$ cat config.mk
export PLATFORM = sky130hd
export DESIGN_NAME = sobel_edge_detect
export DESIGN_NICKNAME = d
export VERILOG_FILES = /design/src/rtl/sobel_edge_detect_pkg.sv /design/src/rtl/sobel_abs_sum.sv /design/src/rtl/sobel_edge_detect.sv
export SDC_FILE = /design/constraint.sdc
export NUM_CORES = 1
export LEC_CHECK = 0
export BUFFER_PORTS_ARGS = -buffer_cell sky130_fd_sc_hd__buf_2
export CORE_MARGIN = 5
export CORE_UTILIZATION = 50
export CTS_BUF_LIST = sky130_fd_sc_hd__clkbuf_16
export DETAILED_ROUTE_END_ITERATION = 8
export GPL_ROUTABILITY_DRIVEN = 0
export PLACE_DENSITY = 0.8
export SETUP_SLACK_MARGIN = 0.1
export SYNTH_ARGS = -nofsm -noshare
export SYNTH_HDL_FRONTEND = slang
export SYNTH_HIERARCHICAL = 1
export SYNTH_SLANG_ARGS = --single-unit
$ cat constraint.sdc
create_clock -name clk -period 8.8 [get_ports clk]
set_input_delay 0.88 -clock clk [delete_from_list [all_inputs] [get_ports clk]]
set_output_delay 0.88 -clock clk [all_outputs]
set_load 0.05 [all_outputs]
$ cat src/rtl/sobel_edge_detect_pkg.sv
// Shared widths, image defaults and the partial-sum helper for the Sobel edge pipeline.
package sobel_edge_detect_pkg;

  localparam int unsigned DefImgW = 512;
  localparam int unsigned DefImgH = 512;
  localparam int unsigned PixW    = 8;
  localparam int unsigned PsumW   = 10;
  localparam int unsigned GradW   = 11;
  localparam int unsigned MagW    = 11;
  localparam int unsigned Latency = 3;

  // a + 2*b + c over one kernel column or row; max 1020 fits PsumW.
  function automatic logic [PsumW-1:0] psum(input logic [PixW-1:0] a,
                                            input logic [PixW-1:0] b,
                                            input logic [PixW-1:0] c);
    return PsumW'(a) + (PsumW'(b) << 1) + PsumW'(c);
  endfunction

endpackage

$ cat src/rtl/sobel_abs_sum.sv
// Combinational gradient for one axis: signed difference of two partial sums, then magnitude.
module sobel_abs_sum
  import sobel_edge_detect_pkg::*;
(
  input  logic [PsumW-1:0] pos_i,
  input  logic [PsumW-1:0] neg_i,
  output logic [PsumW-1:0] abs_o
);

  logic signed [GradW-1:0] grad;

  always_comb begin
    grad  = $signed({1'b0, pos_i}) - $signed({1'b0, neg_i});
    abs_o = grad[GradW-1] ? PsumW'(-grad) : PsumW'(grad);
  end

endmodule

$ cat src/rtl/sobel_edge_detect.sv
// Three-stage Sobel magnitude pipeline with raster tagging, border blanking and thresholding.
module sobel_edge_detect
  import sobel_edge_detect_pkg::*;
#(
  parameter int unsigned IMG_W = DefImgW,
  parameter int unsigned IMG_H = DefImgH
) (
  input  logic                     clk,
  input  logic                     rst_n,
  input  logic [PixW-1:0]          matrix_p11,
  input  logic [PixW-1:0]          matrix_p12,
  input  logic [PixW-1:0]          matrix_p13,
  input  logic [PixW-1:0]          matrix_p21,
  input  logic [PixW-1:0]          matrix_p22,
  input  logic [PixW-1:0]          matrix_p23,
  input  logic [PixW-1:0]          matrix_p31,
  input  logic [PixW-1:0]          matrix_p32,
  input  logic [PixW-1:0]          matrix_p33,
  input  logic                     matrix_valid,
  input  logic                     thresh_en,
  input  logic [PixW-1:0]          threshold,
  output logic [PixW-1:0]          edge_pix,
  output logic                     edge_valid,
  output logic [$clog2(IMG_W)-1:0] edge_x,
  output logic [$clog2(IMG_H)-1:0] edge_y,
  output logic                     frame_done
);

  localparam int unsigned XW = $clog2(IMG_W);
  localparam int unsigned YW = $clog2(IMG_H);
  localparam logic [XW-1:0] XLast = XW'(IMG_W - 1);
  localparam logic [YW-1:0] YLast = YW'(IMG_H - 1);

  logic [XW-1:0]        x_q, x_d, x1_q, x1_d, x2_q, x2_d, ex_q, ex_d;
  logic [YW-1:0]        y_q, y_d, y1_q, y1_d, y2_q, y2_d, ey_q, ey_d;
  logic [Latency-2:0]   vld_q, vld_d;
  logic [PsumW-1:0]     px_q, px_d, nx_q, nx_d, py_q, py_d, ny_q, ny_d;
  logic [PsumW-1:0]     ax_q, ax_d, ay_q, ay_d, ax_c, ay_c;
  logic [PixW-1:0]      pix_q, pix_d;
  logic                 ev_q, ev_d, fd_q, fd_d;
  logic [MagW-1:0]      mag;
  logic                 border;

  sobel_abs_sum u_abs_x (
    .pos_i (px_q),
    .neg_i (nx_q),
    .abs_o (ax_c)
  );

  sobel_abs_sum u_abs_y (
    .pos_i (py_q),
    .neg_i (ny_q),
    .abs_o (ay_c)
  );

  always_comb begin
    x_d    = x_q;
    y_d    = y_q;
    x1_d   = x1_q;
    y1_d   = y1_q;
    x2_d   = x2_q;
    y2_d   = y2_q;
    ex_d   = ex_q;
    ey_d   = ey_q;
    px_d   = px_q;
    nx_d   = nx_q;
    py_d   = py_q;
    ny_d   = ny_q;
    ax_d   = ax_q;
    ay_d   = ay_q;
    pix_d  = pix_q;
    mag    = '0;
    border = 1'b0;
    fd_d   = 1'b0;
    // Only the valid chain advances every cycle; data stages load on their own valid.
    vld_d  = {vld_q[Latency-3:0], matrix_valid};
    ev_d   = vld_q[Latency-2];

    if (matrix_valid) begin
      if (x_q == XLast) begin
        x_d = '0;
        y_d = (y_q == YLast) ? '0 : y_q + 1'b1;
      end else begin
        x_d = x_q + 1'b1;
      end
      x1_d = x_q;
      y1_d = y_q;
      px_d = psum(matrix_p13, matrix_p23, matrix_p33);
      nx_d = psum(matrix_p11, matrix_p21, matrix_p31);
      py_d = psum(matrix_p31, matrix_p32, matrix_p33);
      ny_d = psum(matrix_p11, matrix_p12, matrix_p13);
    end

    if (vld_q[0]) begin
      ax_d = ax_c;
      ay_d = ay_c;
      x2_d = x1_q;
      y2_d = y1_q;
    end

    if (vld_q[1]) begin
      mag    = MagW'(ax_q) + MagW'(ay_q);
      border = (x2_q == '0) || (x2_q == XLast) || (y2_q == '0) || (y2_q == YLast);
      if (border) begin
        pix_d = '0;
      end else if (thresh_en) begin
        pix_d = (mag >= MagW'(threshold)) ? 8'hFF : 8'h00;
      end else begin
        pix_d = (mag > MagW'(255)) ? 8'hFF : mag[PixW-1:0];
      end
      ex_d = x2_q;
      ey_d = y2_q;
      fd_d = (x2_q == XLast) && (y2_q == YLast);
    end
  end

  always_ff @(posedge clk) begin
    if (!rst_n) begin
      x_q   <= '0;
      y_q   <= '0;
      x1_q  <= '0;
      y1_q  <= '0;
      x2_q  <= '0;
      y2_q  <= '0;
      ex_q  <= '0;
      ey_q  <= '0;
      px_q  <= '0;
      nx_q  <= '0;
      py_q  <= '0;
      ny_q  <= '0;
      ax_q  <= '0;
      ay_q  <= '0;
      pix_q <= '0;
      vld_q <= '0;
      ev_q  <= 1'b0;
      fd_q  <= 1'b0;
    end else begin
      x_q   <= x_d;
      y_q   <= y_d;
      x1_q  <= x1_d;
      y1_q  <= y1_d;
      x2_q  <= x2_d;
      y2_q  <= y2_d;
      ex_q  <= ex_d;
      ey_q  <= ey_d;
      px_q  <= px_d;
      nx_q  <= nx_d;
      py_q  <= py_d;
      ny_q  <= ny_d;
      ax_q  <= ax_d;
      ay_q  <= ay_d;
      pix_q <= pix_d;
      vld_q <= vld_d;
      ev_q  <= ev_d;
      fd_q  <= fd_d;
    end
  end

  assign edge_pix   = pix_q;
  assign edge_valid = ev_q;
  assign edge_x     = ex_q;
  assign edge_y     = ey_q;
  assign frame_done = fd_q;

endmodule

### Yosys cells after proc, flatten, opt, wreduce, memory -nomap -nowiden

Index checks and enable logic that the tools add are counted.

* mux-type cells: 8
* order comparisons: 2
* eq/ne operators: 4
* reduce and logical (&&, ||, !) cells: 8
* add/sub/neg operators: 15

Operator list (count)
* 10-bit by 8-bit adder with 10-bit output: 4
* 8-bit by 9-bit adder with 10-bit output: 4
* 9-bit == test, second input constant: 4
* 8-bit two-way mux: 4
* 10-bit by 10-bit subtractor with 11-bit output: 2
* 10-bit two-way mux: 2
* 10-bit negator: 2
* 9-bit by 1-bit adder with 9-bit output, second input constant: 2
* 9-bit logical NOT: 2
* 9-bit two-way mux: 2
* 10-bit by 10-bit adder with 11-bit output: 1
* 11-bit by 8-bit greater-or-equal comparator with 1-bit output: 1
* 11-bit by 8-bit greater-than comparator with 1-bit output, second input constant: 1
* 2-bit AND reduction: 2
* 1-bit logical OR: 3
* 1-bit logical AND: 1

* word-level logic and storage cells: 55
* register bits: 144

### Longest topological paths before layout

Gate-level depths: netlist of the first run.

* depth after elaboration: 5
* gate-level depth with buffers: 13

### Cells and area by module

Netlist of the first run, hierarchy kept.

By module, submodules not included
* sobel_edge_detect: times used 1, seq. area each 2882.8 µm², cells an instance 814, area an instance 7793.7 µm²
* sobel_abs_sum (u_abs_x): times used 1, seq. area each 0.0 µm², cells an instance 104, area an instance 785.8 µm²
* sobel_abs_sum (u_abs_y): times used 1, seq. area each 0.0 µm², cells an instance 104, area an instance 769.5 µm²

### Worst setup path before layout of the first run

Ideal clock, no wire load.

* path type: register to register
* start: register ax_q[0]
* end: register pix_q[0], in the netlist edge_pix[0]
* required time: 8.655 ns
* arrival time: 2.819 ns
* stages on the path, launching flop included: 14
* setup time: 0.145 ns
* clock period less this slack: 2.964 ns
* setup slack: 5.836 ns
* path through: dfxtp_1 > ha_1 > inv_1 > fa_1 > nor2b_1 > o31a_1 > a21oi_1 > ha_1 > a21o_1 > a211o_1 > a41oi_1 > o2111ai_1 > o31ai_4 > a221oi_1

* longest elaborated chain between the ends: 5

RTL lines
* start, declared: RTL line sobel_edge_detect.sv:38 `logic [PsumW-1:0] ax_q, ax_d, ay_q, ay_d, ax_c, ay_c;`
* start signal, assigned: RTL line sobel_edge_detect.sv:131 `ax_q <= '0;`
* start signal, assigned: RTL line sobel_edge_detect.sv:150 `ax_q <= ax_d;`
* 10-bit by 10-bit adder with 11-bit output (*): RTL line sobel_edge_detect.sv:102 `mag = MagW'(ax_q) + MagW'(ay_q);`
* 11-bit by 8-bit greater-than comparator with 1-bit output or 11-bit by 8-bit greater-or-equal comparator with 1-bit output (tied branches): RTL line sobel_edge_detect.sv:109, sobel_edge_detect.sv:107
* 8-bit two-way mux, on equally long branches: RTL line sobel_edge_detect.sv:109, sobel_edge_detect.sv:107
* 8-bit two-way mux (*): RTL line sobel_edge_detect.sv:106 `end else if (thresh_en) begin`
* 8-bit two-way mux (*): RTL line sobel_edge_detect.sv:104 `if (border) begin`
* end signal, assigned: RTL line sobel_edge_detect.sv:152 `pix_q <= pix_d;`
* end, declared: RTL line sobel_edge_detect.sv:39 `logic [PixW-1:0] pix_q, pix_d;`

Every way passes the cells marked *; elsewhere a longest branch is shown, timed or not.
A chain may end at the register's enable or synchronous reset.

### Worst setup path in the final report of the first run

* start: register ax_q[0]
* end: register pix_q[3], in the netlist edge_pix[3]

The elaborated chain is that of the path after synthesis.

==> metrics, run 1 <==
CTS tree=done; Synth top cells by count=nor2_1, dfxtp_1, mux2i_1, ha_1; setup TNS=0 ns; most numerous cell in the Yosys netlist=nor2_1; total power=2.52 mW; layout cells sized above 1=15.1%; maxcap violations=0; YS warnings=6; Worst VDD drop=165 uV; Slew HR=40.2%; HPWL Detailed=approximately 15,000 um; Clk Latency, worst-skew pair=0.42 ns; number of diodes=0; Mean Syn Cell Area=around 9.1 um^2; DR vias=7,497; Post-CTS Repair Setup Buffers=0; CP most frequent cell=ha_1; width of the chip=between 100 and 150 um; vias in the first global route=between 7,000 and 8,000; worst path required time=9.05 ns; die height=approximately 150 um; CTS H-Tree Depth=4; post-route antenna net violation count=0; Core ar.=18,600 um^2; Post-synth EDFFs=0; Post-Route Skew=0.0101 ns; Leak=between 4 and 5 nW; sequential area share after synthesis=a little under a third; post-route setup slack=5.45 ns; PortBufs=103; # hold bufs at CTS=0; CP max FO=8; Final Util=57.1%; Final Setup Violations=0; # nets final=between 1,000 and 1,500; post-CTS resize count=0; Yosys top cell by area=dfxtp_1; FFs w/ async S/R, synth=0%; clk sinks=144; top-level port count=112; status=completed; Routed WL per cell=around 15 um; Cell Area, Synth=9350 um^2; Switching Share=37.3%; Slew @ Worst Pin=0.897 ns; Flop pwr share=29.6%; Pwr Density=238 nW/um^2; clock buffer depth=2; initial antenna violation count=0; Post-Synthesis Cells=about 1,000; Final period util=a little under two fifths; fmax=0.299 GHz; TritonCTS Buffers=17; Yosys reg bits=144; DRC=0; Layout area overhead=13.4%; Hold Slack=0.483 ns; Combinational Power Share=42.7%; CP max stage delay=0.42 ns; pre-CTS setup slack=around 5.4 ns; min Tclk post-route=roughly 3.3 ns; drt first-iter violations=382; Routed WL=20,100 um; largest net degree at the start of global routing=90; Root Buffer=clkbuf_16; Crit path arrival time=3.60 ns; Netlist cell types=73; total global-route track usage=19.0%; Initial Util=50.3%; Switching Power=0.941 mW; Clock Pin Slew Worst Setup and Hold Paths=around 0.060 ns; ys flop type=dfxtp_1; drt pass-1 iters=5; Int Pwr=1.58 mW; post-synth top area share=30.8%; Slew Limit Fails=0; worst min path class=reg2reg; Site Rows=50; Worst Setup End Kind=flop; Clock power frac=27.8%; first-pass GRT wire length=34,600 um; syn_nets=roughly 1,200; grt total ovfl=0; Vias/cell=5.52; synth top area cells=dfxtp_1, mux2i_1, ha_1; RSZ-0062 raised after global routing=false; kind of critical path=reg2reg; die area=~22,000 um^2; CP max stage cell=o31ai_4; crit path cell chain=ha_1, inv_1, fa_1, nor2b_1, o31a_1, a21oi_1, ha_1, a21o_1, a211o_1, a41oi_1, o2111ai_1, o31ai_4, a221oi_1; final hold vios=0; Critical Path Source Type=flop
-- state kept, by name, summed over array words and instances, names as in the netlist, 9 cells and up --
name    count
py_q       10
px_q       10
edge_y      9
x1_q        9
edge_x      9
y_q         9
nx_q       10
y2_q        9
y1_q        9
ax_q       10
ny_q       10
x_q         9
ay_q       10
x2_q        9
-- per-stage QoR --
stage	instance area (um^2)	instances
2_1_floorplan	9350	1022
3_3_place_gp	10000	1325
3_5_place_dp	10000	1325
4_1_cts	10600	1357
5_1_grt	10600	1357
6_report	10600	1357
-- critical path: cells and delay by family (launching register included) --
kind	cells	cell delay, ns
adder cells (fa/ha/maj)	3	0.86
buffers and inverters	1	0.05
AO/OA/AOI/OAI	8	1.76
AND/OR/NAND/NOR	1	0.16
flip-flops	1	0.34
-- layout by cell type, fill, tap and decap left out, types with 4 or more instances in the layout --
cell,Yosys,routed
nor4_1,5,5
nor3b_1,10,10
nor2b_1,14,14
o21ai_0,22,22
xnor2_1,30,30
nand3b_1,14,14
nand4_1,14,14
fa_1,35,35
nand3_1,18,18
ha_1,80,80
a211oi_1,7,7
buf_4,1,5
mux2i_1,103,103
nor3_1,20,20
inv_1,62,61
nand2_1,62,62
a21boi_1,4,4
or4_1,5,5
a211o_1,7,7
o21a_1,4,4
o21ai_1,11,11
inv_6,0,5
a221oi_1,7,7
a21oi_1,33,33
a21o_1,20,20
xor2_1,20,20
nor2_1,157,157
buf_2,7,102
clkbuf_16,0,17
nand2b_1,4,4
a311o_1,4,4
and3_1,8,8
o22ai_1,4,4
dfxtp_1,144,143
-- layout make-up --
type,count,area [um^2]
Clock buffer,17,425
Clock inverter,15,149
Tap cell,234,293
Inverter,63,238
Sequential cell,144,2880
Timing Repair Buffer,107,548
Multi-Input combinational cell,777,6070
Fill cell,1588,7980
-- routing by layer --
metal | GRT usage [%] | share of wire, %
met2 | 31.7 | 49
met1 | 25.4 | 46
met5 | 0 | 0
met4 | 6.11 | 1.4
met3 | 3.05 | 3.8
-- final timing paths --
path         startpoint  depth (start not counted)  slack, ns           to
max             ax_q[0]                         13       5.45  edge_pix[3]
min              y_q[8]                          2       0.48       y_q[8]
max reg2reg     ax_q[0]                         13       5.45  edge_pix[3]
min reg2reg      y_q[8]                          2       0.48       y_q[8]
-- power groups by stage --
stage          sequential [mW]  combinational [mW]  clock, mW
3_3_place_gp             0.757                1.03          0
4_1_cts                  0.745                1.08      0.711
6_report                 0.745                1.08      0.700
3_5_place_dp             0.759                1.07          0
2_1_floorplan            0.747               0.855          0
5_1_grt                  0.751                1.21      0.743
-- logic make-up (layout without fill, tap and decap cells) --
group / after synthesis / in the layout / share of synthesized area [%]
AND/OR/NAND/NOR: 352 / 352 / 18.0
AO/OA/AOI/OAI: 157 / 157 / 13.0
flip-flops: 144 / 144 / 30.8
adder cells (fa/ha/maj): 115 / 115 / 18.2
multiplexers: 103 / 103 / 11.0
buffers and inverters: 101 / 202 / 4.28
XOR/XNOR: 50 / 50 / 4.68
Power figures use the tool's default switching activity.
==> run 2, diff against run 1 <==
- ABC_AREA: default -> 1
- clock period: 8.8 -> 3.3 ns (I/O delays scaled with it)
==> run 2 against run 1 <==
  * Cell count rose by 23%
  * Largest cell class unchanged
  * Critical endpoint is now edge_pix[2]
  * Global-route usage up 0.80 points
  * Via count up 15%
  * Count of clock-buffer cells in the layout did not move
  * Clock skew is 0.0011 ns higher
  * Synthesized cell count is 30% higher
  * Worst setup slack got worse by 5.0 ns
  * Sequential power rose to 2.6 times the previous value
  * Sequential share of layout area shrank 0.72 points
  * Cell area rose by 2.7%
  * Die area rose by 2.1%
  * Non-clock buffer count rose by 5
==> metrics, run 2 <==
status=completed; synth top area cells=dfxtp_1, ha_1, nand2_1; min Tclk post-route=2.86 ns (-0.491 ns); DRC=0 (unchanged); most numerous cell in the Yosys netlist=nand2_1; Pwr Density=584 nW/um^2 (+150%); Final Util=58.0% (+0.95 points); Vias/cell=5.18 (-6.2%); Cell Area, Synth=9560 um^2 (+2.3%); most frequent cells in the layout=nand2_1, inv_1, nor2_1; Yosys top cell by area=dfxtp_1; FFs w/ async S/R, synth=0% (unchanged); Layout area overhead=13.9%; number of diodes=0 (unchanged); Yosys reg bits=144 (unchanged); # hold bufs at CTS=0 (unchanged); Slew HR=44.9% (+4.7 points); Slew @ Worst Pin=0.826 ns (-0.0707 ns); Leak=5.50 nW (+17%); main combinational cell family by area after synthesis=simple AND/OR/NAND/NOR gates; Combinational Power Share=37.4% (-5.3 points); post-route antenna net violation count=0 (unchanged); TritonCTS Buffers=17 (unchanged); top-level port count=112 (unchanged); Routed WL=21,500 um (+7.2%); CP max FO=8 (unchanged); largest net degree at the start of global routing=100 (+11%); worst path required time=3.59 ns (-5.46 ns); Core ar.=18,800 um^2 (+1.0%); Compound-Gate Fraction of Synth Area=14.3% (+1.3 points); fmax=0.350 GHz (+17%); Mean Syn Cell Area=7.18 um^2 (-22%); setup TNS=0 ns (unchanged); width of the chip=148 um (+1.1%); kind of critical path=reg2reg; Root Buffer=clkbuf_16; syn_nets=1,531 (+25%); Final Setup Violations=0 (unchanged); ys flop type=dfxtp_1; layout cells sized above 1=12.8% (-2.3 points); Post-synth EDFFs=0 (unchanged); Switching Share=37.5% (+0.13 points); Worst VDD drop=383 uV (+130%); final hold vios=0 (unchanged); pre-CTS setup slack=0.449 ns (-4.96 ns); post-synth top area share=30.1% (-0.69 points); Critical Path Source Type=flop; DR vias=8,647 (+15%); clock buffer depth=2 (unchanged); multiplexer share of the synthesized area=0% (-11 points); post-CTS resize count=0 (unchanged); fillers=1,683 (+6.0%); multi-input logic area=5750 um^2 (-5.2%); Post-CTS Repair Setup Buffers=0 (unchanged); maxcap violations=0 (unchanged); Switching Power=2.38 mW (+150%); Post-Route Skew=0.0112 ns (+0.00108 ns); most common cell after layout, fill and taps aside=nand2_1; drt pass-1 iters=5 (unchanged); total global-route track usage=19.8% (+0.80 points); Post-Synthesis Cells=1,332 (+30%); worst min path class=in2reg; CTS H-Tree Depth=4 (unchanged); R2R cell count=16 (+3); Clock Pin Slew Worst Setup and Hold Paths=0.06 ns (about the same); vias in the first global route=8,311 (+13%); CTS tree=done; Design Area, Final=10,900 um^2 (+2.7%); grt total ovfl=0 (unchanged); clk sinks=144 (unchanged); sequential area share after synthesis=30.1% (-0.69 points); Clk Latency, worst-skew pair=0.42 ns (about the same); post-synthesis xor/xnor area fraction=3.66% (-1.0 points); area share of fa/ha/maj cells after synthesis=17.8% (-0.41 points); PortBufs=103 (unchanged); Synth top cells by count=nand2_1, inv_1, nor2_1, dfxtp_1, o21ai_0; Clock power frac=31.9% (+4.1 points); Placed Area=10,300 um^2 (+2.3%); Worst Setup End Kind=flop; die height=148 um (+1.1%); initial antenna violation count=0 (unchanged); Slew Limit Fails=0 (unchanged); Crit path arrival time=3.14 ns (-0.46 ns); Netlist cell types=42 (-42%); first-pass GRT wire length=37,000 um (+7.0%); # nets final=1,621 (+24%); die area=22,000 um^2 (+2.1%); Hold Slack=0.251 ns (-0.232 ns); drt first-iter violations=521 (+36%); Final period util=86.6% (+49 points); Initial Util=51.0% (+0.64 points); HPWL Detailed=16,400 um (+6.9%); Flop pwr share=30.7% (+1.1 points); register area=2880 um^2 (about the same); Synth Area in Simple Gates=24.4% (+6.4 points); post-route setup slack=0.442 ns (-5.01 ns); Int Pwr=3.97 mW (+150%); flop2flop setup slack=0.44 ns (-5.01 ns); Hold Path Depth=2 (unchanged); Routed WL per cell=12.9 um (-13%); YS warnings=6 (unchanged); Site Rows=50 (unchanged); RSZ-0062 raised after global routing=false
## run 2: area by class of cell
type / count / share of cell area (%)
sequential: 144 / 26.5
clock buffer: 17 / 3.91
tap: 234 / 2.69
inverter: 201 / 6.93
clock inverter: 15 / 1.84
timing repair buffer: 112 / 5.36
multi-input combinational: 946 / 52.8
## run 2: critical path: stages, from the launching register on
cell and delay, ns:
dfxtp_1 0.33, ha_1 0.20, inv_1 0.06, fa_1 0.44, nand3b_1 0.19, nand3_1 0.11
xor2_1 0.19, inv_1 0.06, ha_1 0.29, a21oi_1 0.13, o21ai_0 0.09, a21oi_1 0.12
o21ai_0 0.08, nor2_1 0.17, nand2_4 0.10, nand3_1 0.10, a21oi_1 0.06
## run 2: kinds of logic after synthesis
family                     count (synthesis)
adders and majority gates                115
buffers and inverters                    242
xor gates and xnor gates                  40
DFF                                      144
and+or+nand+nor                          531
AOI/OAI and AO/OA                        260
## run 2: path summary, 6_finish.rpt
check,from,end
max reg2reg,ax_q[0],edge_pix[2]
min reg2reg,y1_q[3],y1_q[3]
max,ax_q[0],edge_pix[2]
min,matrix_valid,x1_q[7]
## run 2: metal layers
layer	wire (um)	GRT usage [%]
met5	0	0
met4	254	4.85
met3	1070	3.47
met2	10100	33.4
met1	10100	26.7
## run 2: stage by stage
step | std cells | power, mW
final | 1669 | 6.35
after global routing | 1669 | 6.80
after CTS | 1669 | 6.37
after detailed placement | 1637 | 4.32
after global placement | 1637 | 4.26
after floorplan | 1332 | 3.84
## run 2: power groups by stage
stage	clock, mW	combinational [mW]	sequential [mW]
global placement	0	2.27	1.99
floorplan	0	1.81	2.03
detailed placement	0	2.33	1.99
CTS	2.04	2.37	1.95
finish	2.03	2.37	1.95
global route	2.13	2.70	1.97
==> run 3, diff against run 2 <==
- ABC_AREA: 1 -> default
- BUFFER_PORTS_ARGS: -buffer_cell sky130_fd_sc_hd__buf_2 -> default
- DONT_BUFFER_PORTS: default -> 1
- PLACE_DENSITY: 0.8 -> 0.75
==> run 3 against run 2 <==
  * Combinational power increased by 19%
  * Critical path depth decreased by 3
  * Cell count decreased by 25%
==> metrics, run 3 (same netlist as run 1, synthesis figures left out) <==
total global-route track usage=18.2% (-1.6 points); Layout area overhead=8.94%; Final Setup Violations=0 (unchanged); RSZ-0062 raised after global routing=false; die height=147 um (-1.0%); dpl cells=1,224 (-25%); die area=21,500 um^2 (-2.1%); worst path required time=3.64 ns (+0.05 ns); Clock Pin Slew Worst Setup and Hold Paths=0.07 ns (about the same); # nets final=1,211 (-25%); Critical Path Source Type=flop; fillers=1,610 (-4.3%); grt total ovfl=0 (unchanged); multi-input logic area=6110 um^2 (+6.2%); Pwr Density=660 nW/um^2 (+13%); Switching Share=38.0% (+0.48 points); non-filler cells, final=1,259 (-25%); Core ar.=18,600 um^2 (-1.0%); total power=6.72 mW (+5.8%); Leak=4.30 nW (-22%); top-level port count=112 (unchanged); Final Util=54.8% (-3.2 points); Worst VDD drop=493 uV (+29%); Initial Util=50.3% (-0.64 points); register area=2890 um^2 (+0.13%); CP max FO=8 (unchanged); most frequent cells in the layout=nor2_1, dfxtp_1, mux2i_1; worst min path class=in2reg; Design Area, Final=10,200 um^2 (-6.5%); Site Rows=50 (unchanged); Slew HR=42.7% (-2.2 points); Clock power frac=28.2% (-3.7 points); Flop pwr share=29.7% (-1.0 points); PortBufs=0 (-100%); post-route setup slack=0.294 ns (-0.147 ns); post-route antenna net violation count=0 (unchanged); most common cell after layout, fill and taps aside=nor2_1; Final period util=91.1% (+4.5 points); DR vias=7,042 (-19%); Routed WL=19,600 um (-9.1%); CTS tree=done; setup TNS=0 ns (unchanged); Hold Slack=0.0471 ns (-0.204 ns); Routed WL per cell=15.5 um (+20%); min Tclk post-route=3.01 ns (+0.147 ns); number of diodes=0 (unchanged); Crit path arrival time=3.34 ns (+0.20 ns); largest net degree at the start of global routing=86 (-14%); Slew Limit Fails=0 (unchanged); Clk Latency, worst-skew pair=0.43 ns (about the same); CTS H-Tree Depth=4 (unchanged); # hold bufs at CTS=0 (unchanged); first-pass GRT wire length=32,700 um (-12%); DRC=0 (unchanged); Placed Area=9530 um^2 (-7.2%); clock buffer depth=2 (unchanged); Int Pwr=4.17 mW (+5.0%); HPWL Detailed=14,900 um (-9.2%); initial antenna violation count=0 (unchanged); Post-Route Skew=0.00976 ns (-0.00145 ns); TritonCTS Buffers=17 (unchanged); status=completed; Combinational Power Share=42.1% (+4.7 points); Worst Setup End Kind=flop; Switching Power=2.55 mW (+7.1%); Root Buffer=clkbuf_16; layout cells sized above 1=8.20% (-4.6 points); Slew @ Worst Pin=0.859 ns (+0.0335 ns); maxcap violations=0 (unchanged); width of the chip=147 um (-1.0%); vias in the first global route=6,761 (-19%); clk sinks=144 (unchanged); fmax=0.333 GHz (-4.9%); drt pass-1 iters=5 (unchanged); Vias/cell=5.59 (+8.0%); kind of critical path=reg2reg; final hold vios=0 (unchanged); drt first-iter violations=321 (-38%); pre-CTS setup slack=0.0718 ns (-0.377 ns)
run 3: worst max-delay path, stage by stage (launching register included):
cell and delay [ns]:
dfxtp_1 0.32, ha_1 0.34, nor2b_2 0.18, o31a_1 0.26, buf_4 0.15, or4b_1 0.48
nand3_2 0.11, ha_1 0.17, a211o_1 0.12, a41oi_2 0.04, o2111ai_2 0.23, o31ai_4 0.08
buf_6 0.18, a221oi_1 0.25
run 3: worst paths after layout:
path                     start  cells past startpoint           to  slack [ns]
setup / recovery       ax_q[2]                     13  edge_pix[7]        0.29
hold / removal    matrix_valid                      1      px_q[2]        0.05
setup reg to reg       ax_q[2]                     13  edge_pix[7]        0.29
hold reg to reg        py_q[2]                      2      py_q[2]        0.48
run 3: timing repair:
item / CTS / global route
setup endpoints to repair: 7 / 8
buffers inserted: 1 / 2
resized for setup: 0 / 14
pin swaps: 1 / 5
run 3: metal layers:
metal / wire length [um] / vias to the layer above / track usage, %
li1: - / 3554 / -
met1: 9150 / 3321 / 24.6
met3: 907 / 24 / 4.32
met5: 0 / - / 0
met4: 267 / 0 / 4.94
met2: 9230 / 143 / 29.4
run 3: layout make-up:
class	count	area share, %
clock buffer	17	4.18
clock inverter	15	1.60
inverter	63	2.33
multi-input combinational	777	60.0
sequential	144	28.3
tap	234	2.87
timing repair buffer	9	0.700
run 3: power by group through the flow:
stage | clock [mW] | sequential, mW | combinational [mW]
floorplan | 0 | 1.99 | 2.28
global placement | 0 | 2.03 | 2.68
detailed placement | 0 | 2.04 | 2.74
CTS | 1.93 | 2.00 | 2.76
global route | 2.01 | 2.02 | 3.18
finish | 1.89 | 2.00 | 2.83
